### src/rtl/copy_n_pkg.sv
// rtl/copy_n_pkg.sv - shared constants and entry layout for the copy_n fan-out buffer
package copy_n_pkg;

    // Width of the delivered-token counter.
    localparam int CNT_W = 16;

    // Default entry geometry; copy_n builds the same {data, mask} layout from its own parameters.
    localparam int ENTRY_DATA_W = 8;
    localparam int ENTRY_MASK_W = 4;

    typedef struct packed {
        logic [ENTRY_DATA_W-1:0] data;
        logic [ENTRY_MASK_W-1:0] mask;
    } entry_t;

endpackage

### src/rtl/sync_fifo.sv
// rtl/sync_fifo.sv - single-clock circular FIFO with registered storage
module sync_fifo #(
    parameter int WIDTH = 8,
    parameter int DEPTH = 2
) (
    input  logic             clk,
    input  logic             rst_n,
    input  logic             push,
    input  logic [WIDTH-1:0] wdata,
    input  logic             pop,
    output logic [WIDTH-1:0] rdata,
    output logic             full,
    output logic             empty
);

    localparam int AW = (DEPTH > 1) ? $clog2(DEPTH) : 1;
    localparam logic [AW-1:0] LAST_IDX = AW'(DEPTH - 1);
    localparam logic [AW:0]   FULL_CNT = (AW + 1)'(DEPTH);

    logic [WIDTH-1:0] mem_q [DEPTH];
    logic [AW-1:0]    wr_ptr_q, wr_ptr_d;
    logic [AW-1:0]    rd_ptr_q, rd_ptr_d;
    logic [AW:0]      count_q, count_d;
    logic             do_push, do_pop;

    assign full  = (count_q == FULL_CNT);
    assign empty = (count_q == '0);
    assign rdata = mem_q[rd_ptr_q];

    // Next pointer/occupancy: a push is refused when full even if a pop happens the same cycle.
    always_comb begin
        do_push  = push && !full;
        do_pop   = pop && !empty;
        wr_ptr_d = wr_ptr_q;
        rd_ptr_d = rd_ptr_q;
        count_d  = count_q;
        if (do_push) begin
            wr_ptr_d = (wr_ptr_q == LAST_IDX) ? '0 : wr_ptr_q + 1'b1;
        end
        if (do_pop) begin
            rd_ptr_d = (rd_ptr_q == LAST_IDX) ? '0 : rd_ptr_q + 1'b1;
        end
        case ({do_push, do_pop})
            2'b10:   count_d = count_q + 1'b1;
            2'b01:   count_d = count_q - 1'b1;
            default: count_d = count_q;
        endcase
    end

    // Pointer and occupancy registers.
    always_ff @(posedge clk) begin
        if (!rst_n) begin
            wr_ptr_q <= '0;
            rd_ptr_q <= '0;
            count_q  <= '0;
        end else begin
            wr_ptr_q <= wr_ptr_d;
            rd_ptr_q <= rd_ptr_d;
            count_q  <= count_d;
        end
    end

    // Storage is not reset; only the pointers define what is valid.
    always_ff @(posedge clk) begin
        if (do_push) begin
            mem_q[wr_ptr_q] <= wdata;
        end
    end

endmodule

### src/rtl/copy_n.sv
// rtl/copy_n.sv - buffered one-to-many token copier with per-output completion tracking
module copy_n
    import copy_n_pkg::*;
#(
    parameter int WIDTH = 8,
    parameter int NOUT  = 4,
    parameter int DEPTH = 2
) (
    input  logic             clk,
    input  logic             rst_n,
    input  logic             in_valid,
    output logic             in_ready,
    input  logic [WIDTH-1:0] in_data,
    input  logic [NOUT-1:0]  in_mask,
    output logic [NOUT-1:0]  out_valid,
    input  logic [NOUT-1:0]  out_ready,
    output logic [WIDTH-1:0] out_data,
    output logic [CNT_W-1:0] tok_count,
    output logic             busy
);

    typedef struct packed {
        logic [WIDTH-1:0] data;
        logic [NOUT-1:0]  mask;
    } fifo_entry_t;

    localparam int EW = $bits(fifo_entry_t);

    fifo_entry_t      wr_entry;
    fifo_entry_t      head;
    logic [EW-1:0]    head_bits;
    logic             fifo_full, fifo_empty;
    logic             push, pop;
    logic [NOUT-1:0]  fire;
    logic [NOUT-1:0]  done_q, done_d;
    logic [CNT_W-1:0] tok_count_q, tok_count_d;

    assign wr_entry = '{data: in_data, mask: in_mask};
    assign head     = fifo_entry_t'(head_bits);

    sync_fifo #(
        .WIDTH (EW),
        .DEPTH (DEPTH)
    ) u_fifo (
        .clk   (clk),
        .rst_n (rst_n),
        .push  (push),
        .wdata (wr_entry),
        .pop   (pop),
        .rdata (head_bits),
        .full  (fifo_full),
        .empty (fifo_empty)
    );

    // Handshakes: offers come only from registered state, so out_valid never sees out_ready.
    always_comb begin
        in_ready  = rst_n && !fifo_full;
        push      = in_valid && in_ready;
        out_valid = {NOUT{!fifo_empty}} & head.mask & ~done_q;
        out_data  = head.data;
        busy      = !fifo_empty;
        tok_count = tok_count_q;
        fire      = out_valid & out_ready;
        pop       = !fifo_empty && (&(done_q | fire | ~head.mask));
    end

    // Delivery bookkeeping: done accumulates per-output transfers and clears as the head retires.
    always_comb begin
        done_d      = pop ? '0 : (done_q | fire);
        tok_count_d = pop ? tok_count_q + 1'b1 : tok_count_q;
    end

    // Delivery state registers.
    always_ff @(posedge clk) begin
        if (!rst_n) begin
            done_q      <= '0;
            tok_count_q <= '0;
        end else begin
            done_q      <= done_d;
            tok_count_q <= tok_count_d;
        end
    end

endmodule

### config.mk
export PLATFORM = sky130hd
export DESIGN_NAME = copy_n
export DESIGN_NICKNAME = d
export VERILOG_FILES = /design/src/rtl/copy_n_pkg.sv /design/src/rtl/sync_fifo.sv /design/src/rtl/copy_n.sv
export SDC_FILE = /design/constraint.sdc
export NUM_CORES = 1
export LEC_CHECK = 0
export CAP_MARGIN = 10
export CORE_MARGIN = 5
export CORE_UTILIZATION = 53
export DETAILED_ROUTE_END_ITERATION = 7
export GPL_TIMING_DRIVEN = 0
export PLACE_DENSITY = 0.83
export SYNTH_ARGS = -nofsm -noshare
export SYNTH_HDL_FRONTEND = slang
export SYNTH_SLANG_ARGS = --single-unit
### constraint.sdc
create_clock -name clk -period 7.2 [get_ports clk]
set_input_delay 1.44 -clock clk [delete_from_list [all_inputs] [get_ports clk]]
set_output_delay 1.44 -clock clk [all_outputs]
set_load 0.01 [all_outputs]
After elaboration in Yosys (flattened, before gate mapping). Memory sizes are Yosys's and may differ from the RTL's. A register that Yosys moved wholly into a read port is not among the register bits. Index checks and enable logic that the tools add are counted.

Bits in registers: 24. Bits in writable memories: 24. Bits of input ports: 19. Output and inout bits: 30. Memories kept: 1.

Memories: u_fifo.mem_q (depth 2, width 12, read ports 1, clocked after Yosys merged registers in 1, wr ports 1, line sync_fifo.sv:20) `logic [WIDTH-1:0] mem_q [DEPTH];`.

$add $sub $neg: 5. Equality and inequality tests: 3. Multiplexer cells: 7. Bitwise gates (word level): 8. Reductions and logical operators: 11.

Operators with widths (number): $add A16 B1 Y16 const B (1); $and A4 B4 Y4 (3); $not A4 Y4 (2); $or A4 B4 Y4 (2); $mux W1 (6); $logic_and A1 B1 Y1 (5); $eq A2 B2 Y1 const B (2); $pmux W2 S2 (1); $reduce_and A4 Y1 (1); $add A1 B1 Y1 const B (2); $add A2 B1 Y2 const B (1); $eq A2 B1 Y1 const B (1); $logic_not A1 Y1 (2); $logic_not A2 Y1 (1); $reduce_bool A2 Y1 (1); $reduce_or A2 Y1 (1); $sub A2 B1 Y2 const B (1); $not A1 Y1 (1).

Longest topological paths before layout.
Depth in word-level cells: 12. Mapped depth: 11. Depth with buffers taken out: 9.

By module. Synthesis repeated with hierarchy kept, for this count alone.

Cells, all modules: 187. Area, all modules: 2132.0 sq um.

Modules (own cells, without submodules): sync_fifo (instances 1, cells each 63, area each 1097.3 sq um, seq. area each 820.8 sq um); copy_n (instances 1, cells each 124, area each 1034.7 sq um, seq. area each 400.4 sq um).

Worst setup path after synthesis. Ideal clock, no wire load.

Path kind: input to output. From: input port rst_n. To: output port in_ready. Arrival time: 1748 ps. Data required time: 5760 ps. Slack: 4012 ps. Stages on the path: 2. Cell sequence: inv_1 > a21oi_1.

Word-level cells in the longest chain between the ends: 1.

Ends and longest elaborated chain: start: declaration (line copy_n.sv:10) `input logic rst_n,`; $logic_and A1 B1 Y1 (line copy_n.sv:57) `in_ready = rst_n && !fifo_full;`; end: declaration (line copy_n.sv:12) `output logic in_ready,`.

No other way between the ends.

Worst setup path in the final report. Same ends and word-level chain as after synthesis.

==> impl_metrics.yaml <==
timing:
  grt_setup_unrepaired: "false"
  summed_negative_setup_slack_over_all_endpoints_ps: 0
  transition_time_at_the_pin_with_the_least_slew_margin_ps: 1026
  finalMaxSlewViolations: 0
  finalSetupViolations: 0
  final_min_period_over_clock_period_pct: 59.40
  fmax_ghz: 0.2338
  period_needed_ps: 4277
  relSlewSlack_pct: 31.38
  hold_viol_final: 0
  worst_clock_skew_ps: 7.081
  final.setup.worst_slack_ps: 2923
clock_tree:
  number_of_hold_repair_buffers_added_at_the_cts_stage: 0
  clkTransAtPathRegs_ps: 80
  cts_buffers: 5
  number_of_post_cts_setup_repair_buffers: 0
  cts.sink_count: 49
  ctsRootBufferMaster: "clkbuf_8"
  cts-resized-gates: 0
  cts.path.max_buffers: 2
  clock_tree_from_tritoncts: "built"
  insertion_delay_ps: 300
  cts.htree.levels: 2
floorplanning:
  coreArea_mm2: 0.003744
  dieHeight_um: 72.85
  floorplan.rows: 22
  starting_density_of_the_core_pct: 55.92
  top_level_ports: 49
  die_area_mm2: 0.005306
  die-width_um: 72.85
grt:
  vias_in_the_first_global_route: 1636
  globalRouteTotalUtil_pct: 18.90
  grt_pass1_wl_um: 7748
  antenna_violations_before_repair: 0
  grt_start_max_net_pins: 16
  globalRoute.totalOverflow: 0
finish:
  final_core_utilization_pct: 73.93
  final.fill_count: 280
  finish.net_count: 263
  final_cell_area_mm2: 0.002768
  area.growth.synth_to_final_pct: 32.22
  final_layout_size_suffix_gt1_share_pct: 10.29
  diodes: 0
setup_path:
  crit_path_end_kind: "output port"
  crit_family: "buffers and inverters"
  crit_path_max_fanout: 6
  cp_slowest_stage_delay_ps: 560
  critical_path.reg2reg.startpoint: "u_fifo.count_q[0]"
  path_class: "in2out"
  worst_path_most_repeated_cell: "clkdlybuf4s50_1"
  timing.critical_path.arrival_ps: 2840
  worstRegToRegCells: 10
  r2r_end: "u_fifo.count_q[1]"
  critical_path.cell_chain: "clkdlybuf4s50_1, inv_1, a21oi_1, clkdlybuf4s50_1"
  crit_buf_inv: 3
  slowest_stage: "clkdlybuf4s50_1"
  setup.reg_to_reg.worst_slack_ps: 4400
  timing.critical_path.from_type: "primary input"
  cp_data_required_time_ps: 5760
detailed_routing:
  routed_wirelength_um: 4592
  via_count: 1686
  drt_iter0_markers: 93
  drtAntennaViolNets: 0
  routedWlPerCell_um: 15.78
  drt_first_pass_iters: 4
  route.detailed.vias_per_inst: 5.794
  route.detailed.drc: 0
placed_design:
  hpwlAfterDp_um: 3406
  place.port_buffers: 48
  postPlaceCellArea_mm2: 0.002634
  gp_routability_congestion: 0.8403
  dp_slack_ps: 2913
synth:
  ys.warnings.count: 0
  combinational_family_with_the_most_area_after_synthesis: "simple AND/OR/NAND/NOR gates"
  synth.avg_cell_area_um2: 11.19
  synthSimpleGateAreaFrac_pct: 15.54
  mappedNetlistNets: 208
  post_synthesis_share_of_cell_area_spent_on_xor_and_xnor_gates_pct: 1.255
  area_share_of_fa_ha_maj_cells_after_synthesis_pct: 1.195
  synth_area_leader_cell: "edfxtp_1"
  synth.cell_area_mm2: 0.002093
  post_synth_mux_area_share_pct: 7.472
  yosysUniqueCellTypes: 33
  synth_top_cell_area_share_pct: 34.43
  synth_seq_cells: 49
  post_synth_main_area_contributors: "edfxtp_1 34%, dfxtp_1 24%, a21oi_1 5.3%"
  ys_seq_area_share_pct: 58.34
  postSynthCellCount: 187
  post_synthesis_compound_gate_area_fraction_pct: 12.73
flow_run:
  max_cap_viols: 0
worst_hold_path:
  hold_path_depth: 2
  whs_endpoint: "tok_count[15]"
  worstHoldPathType: "reg2reg"
  min-delay-start: "tok_count[15]"
pwr:
  vdd_drop_max_uv: 157.7
  leakage_uw: 0.0009016
  power_per_cell_area_mw_per_mm2: 223.0
run_status:
  status: "finished, final reports clean"
-- power breakdown --
group	internal [µW]	switching (µW)	total [µW]
clock network	138	88.2	226
logic	40.6	42.9	83.5
registers	303	4.91	308
total	481	136	617
-- final cells by class --
cell class	count	area, µm²	area share (%)
multi-input cells	124	799.5	28.89
flip-flops and latches	49	1221	44.12
clock buffers	5	68.82	2.486
inverters	6	22.52	0.8137
clock inverters	3	65.06	2.351
well taps	48	60.06	2.170
plain buffers	8	50.05	1.808
repair buffers	48	480.5	17.36
-- how the worst max path moves through the flow --
| stage | from | endpoint | slack [ps] | cells after the start |
|---|---|---|---|---|
| 6_report | rst_n | in_ready | 2920 | 4 |
| 5_1_grt | rst_n | in_ready | 2860 | 4 |
| 4_1_cts | rst_n | in_ready | 2900 | 4 |
| 3_5_place_dp | rst_n | in_ready | 2910 | 4 |
| 3_3_place_gp | rst_n | in_ready | 2920 | 4 |
| 2_1_floorplan | rst_n | in_ready | 4010 | 2 |
-- cell usage in the layout, fill, tap and decap left out, types with 9 or more instances in the layout --
cell type / count
nand2_1: 9
o21ai_0: 10
clkdlybuf4s50_1: 48
or4_1: 10
a21oi_1: 22
or3_1: 9
edfxtp_1: 24
nor2_1: 11
dfxtp_1: 25
-- worst register-to-register path, cell delays in order, from the launching register on --
cell and delay [ps]:
dfxtp_1 300, buf_4 150, nor2_2 320, inv_2 150
a211oi_1 350, or4_1 170, clkbuf_1 270, nor2_1 170
ha_1 370, or3_1 350, a21oi_1 140
-- cell families (layout without fill, tap and decap cells) --
kind of cell | count (synthesis) | in the layout
mux | 13 | 13
fa+ha+maj | 2 | 2
flops | 49 | 49
xor+xnor | 3 | 3
compound gates | 45 | 45
buf+inv | 14 | 70
simple gates | 61 | 61
-- state kept, by name, summed over array words and instances (netlist names), named ones only --
register	cells
u_fifo.mem_q	24
tok_count	16
done_q	4
u_fifo.count_q	2
u_fifo.rd_ptr_q	1
u_fifo.wr_ptr_q	1
-- per-stage QoR --
stage	std cells	hold WS, ps	total power, µW
after global placement	283	465.6	395.3
after CTS	291	487.6	622.2
final	291	483.5	617.2
after floorplan	187	479.9	358.9
after detailed placement	283	475.8	398.1
after global routing	291	518.9	641.1
-- synthesized netlist by cell type (all sizes together) --
cell type	n
dfxtp	25
edfxtp	24
a21oi	22
nor2	12
o21ai	10
or4	10
nand2	9
or3	9
mux2	8
nor3	8
o31ai	8
nand3	7
inv	6
mux2i	5
a211oi	4
buf	4
clkbuf	4
ha	2
nand4	2
xnor2	2
and2	1
and3	1
nand2b	1
nor4	1
o2111a	1
xor2	1
-- layer usage --
metal | vias to the layer above | GRT usage [%] | part of all wire, %
met1 | 810 | 24.06 | 41
met4 | 0 | 6.148 | 1.4
met3 | 7 | 4.683 | 5.8
met2 | 52 | 31.46 | 51
met5 | - | 0 | 0
li1 | 817 | - | -
Note: power is estimated with default switching activity, not from simulation.
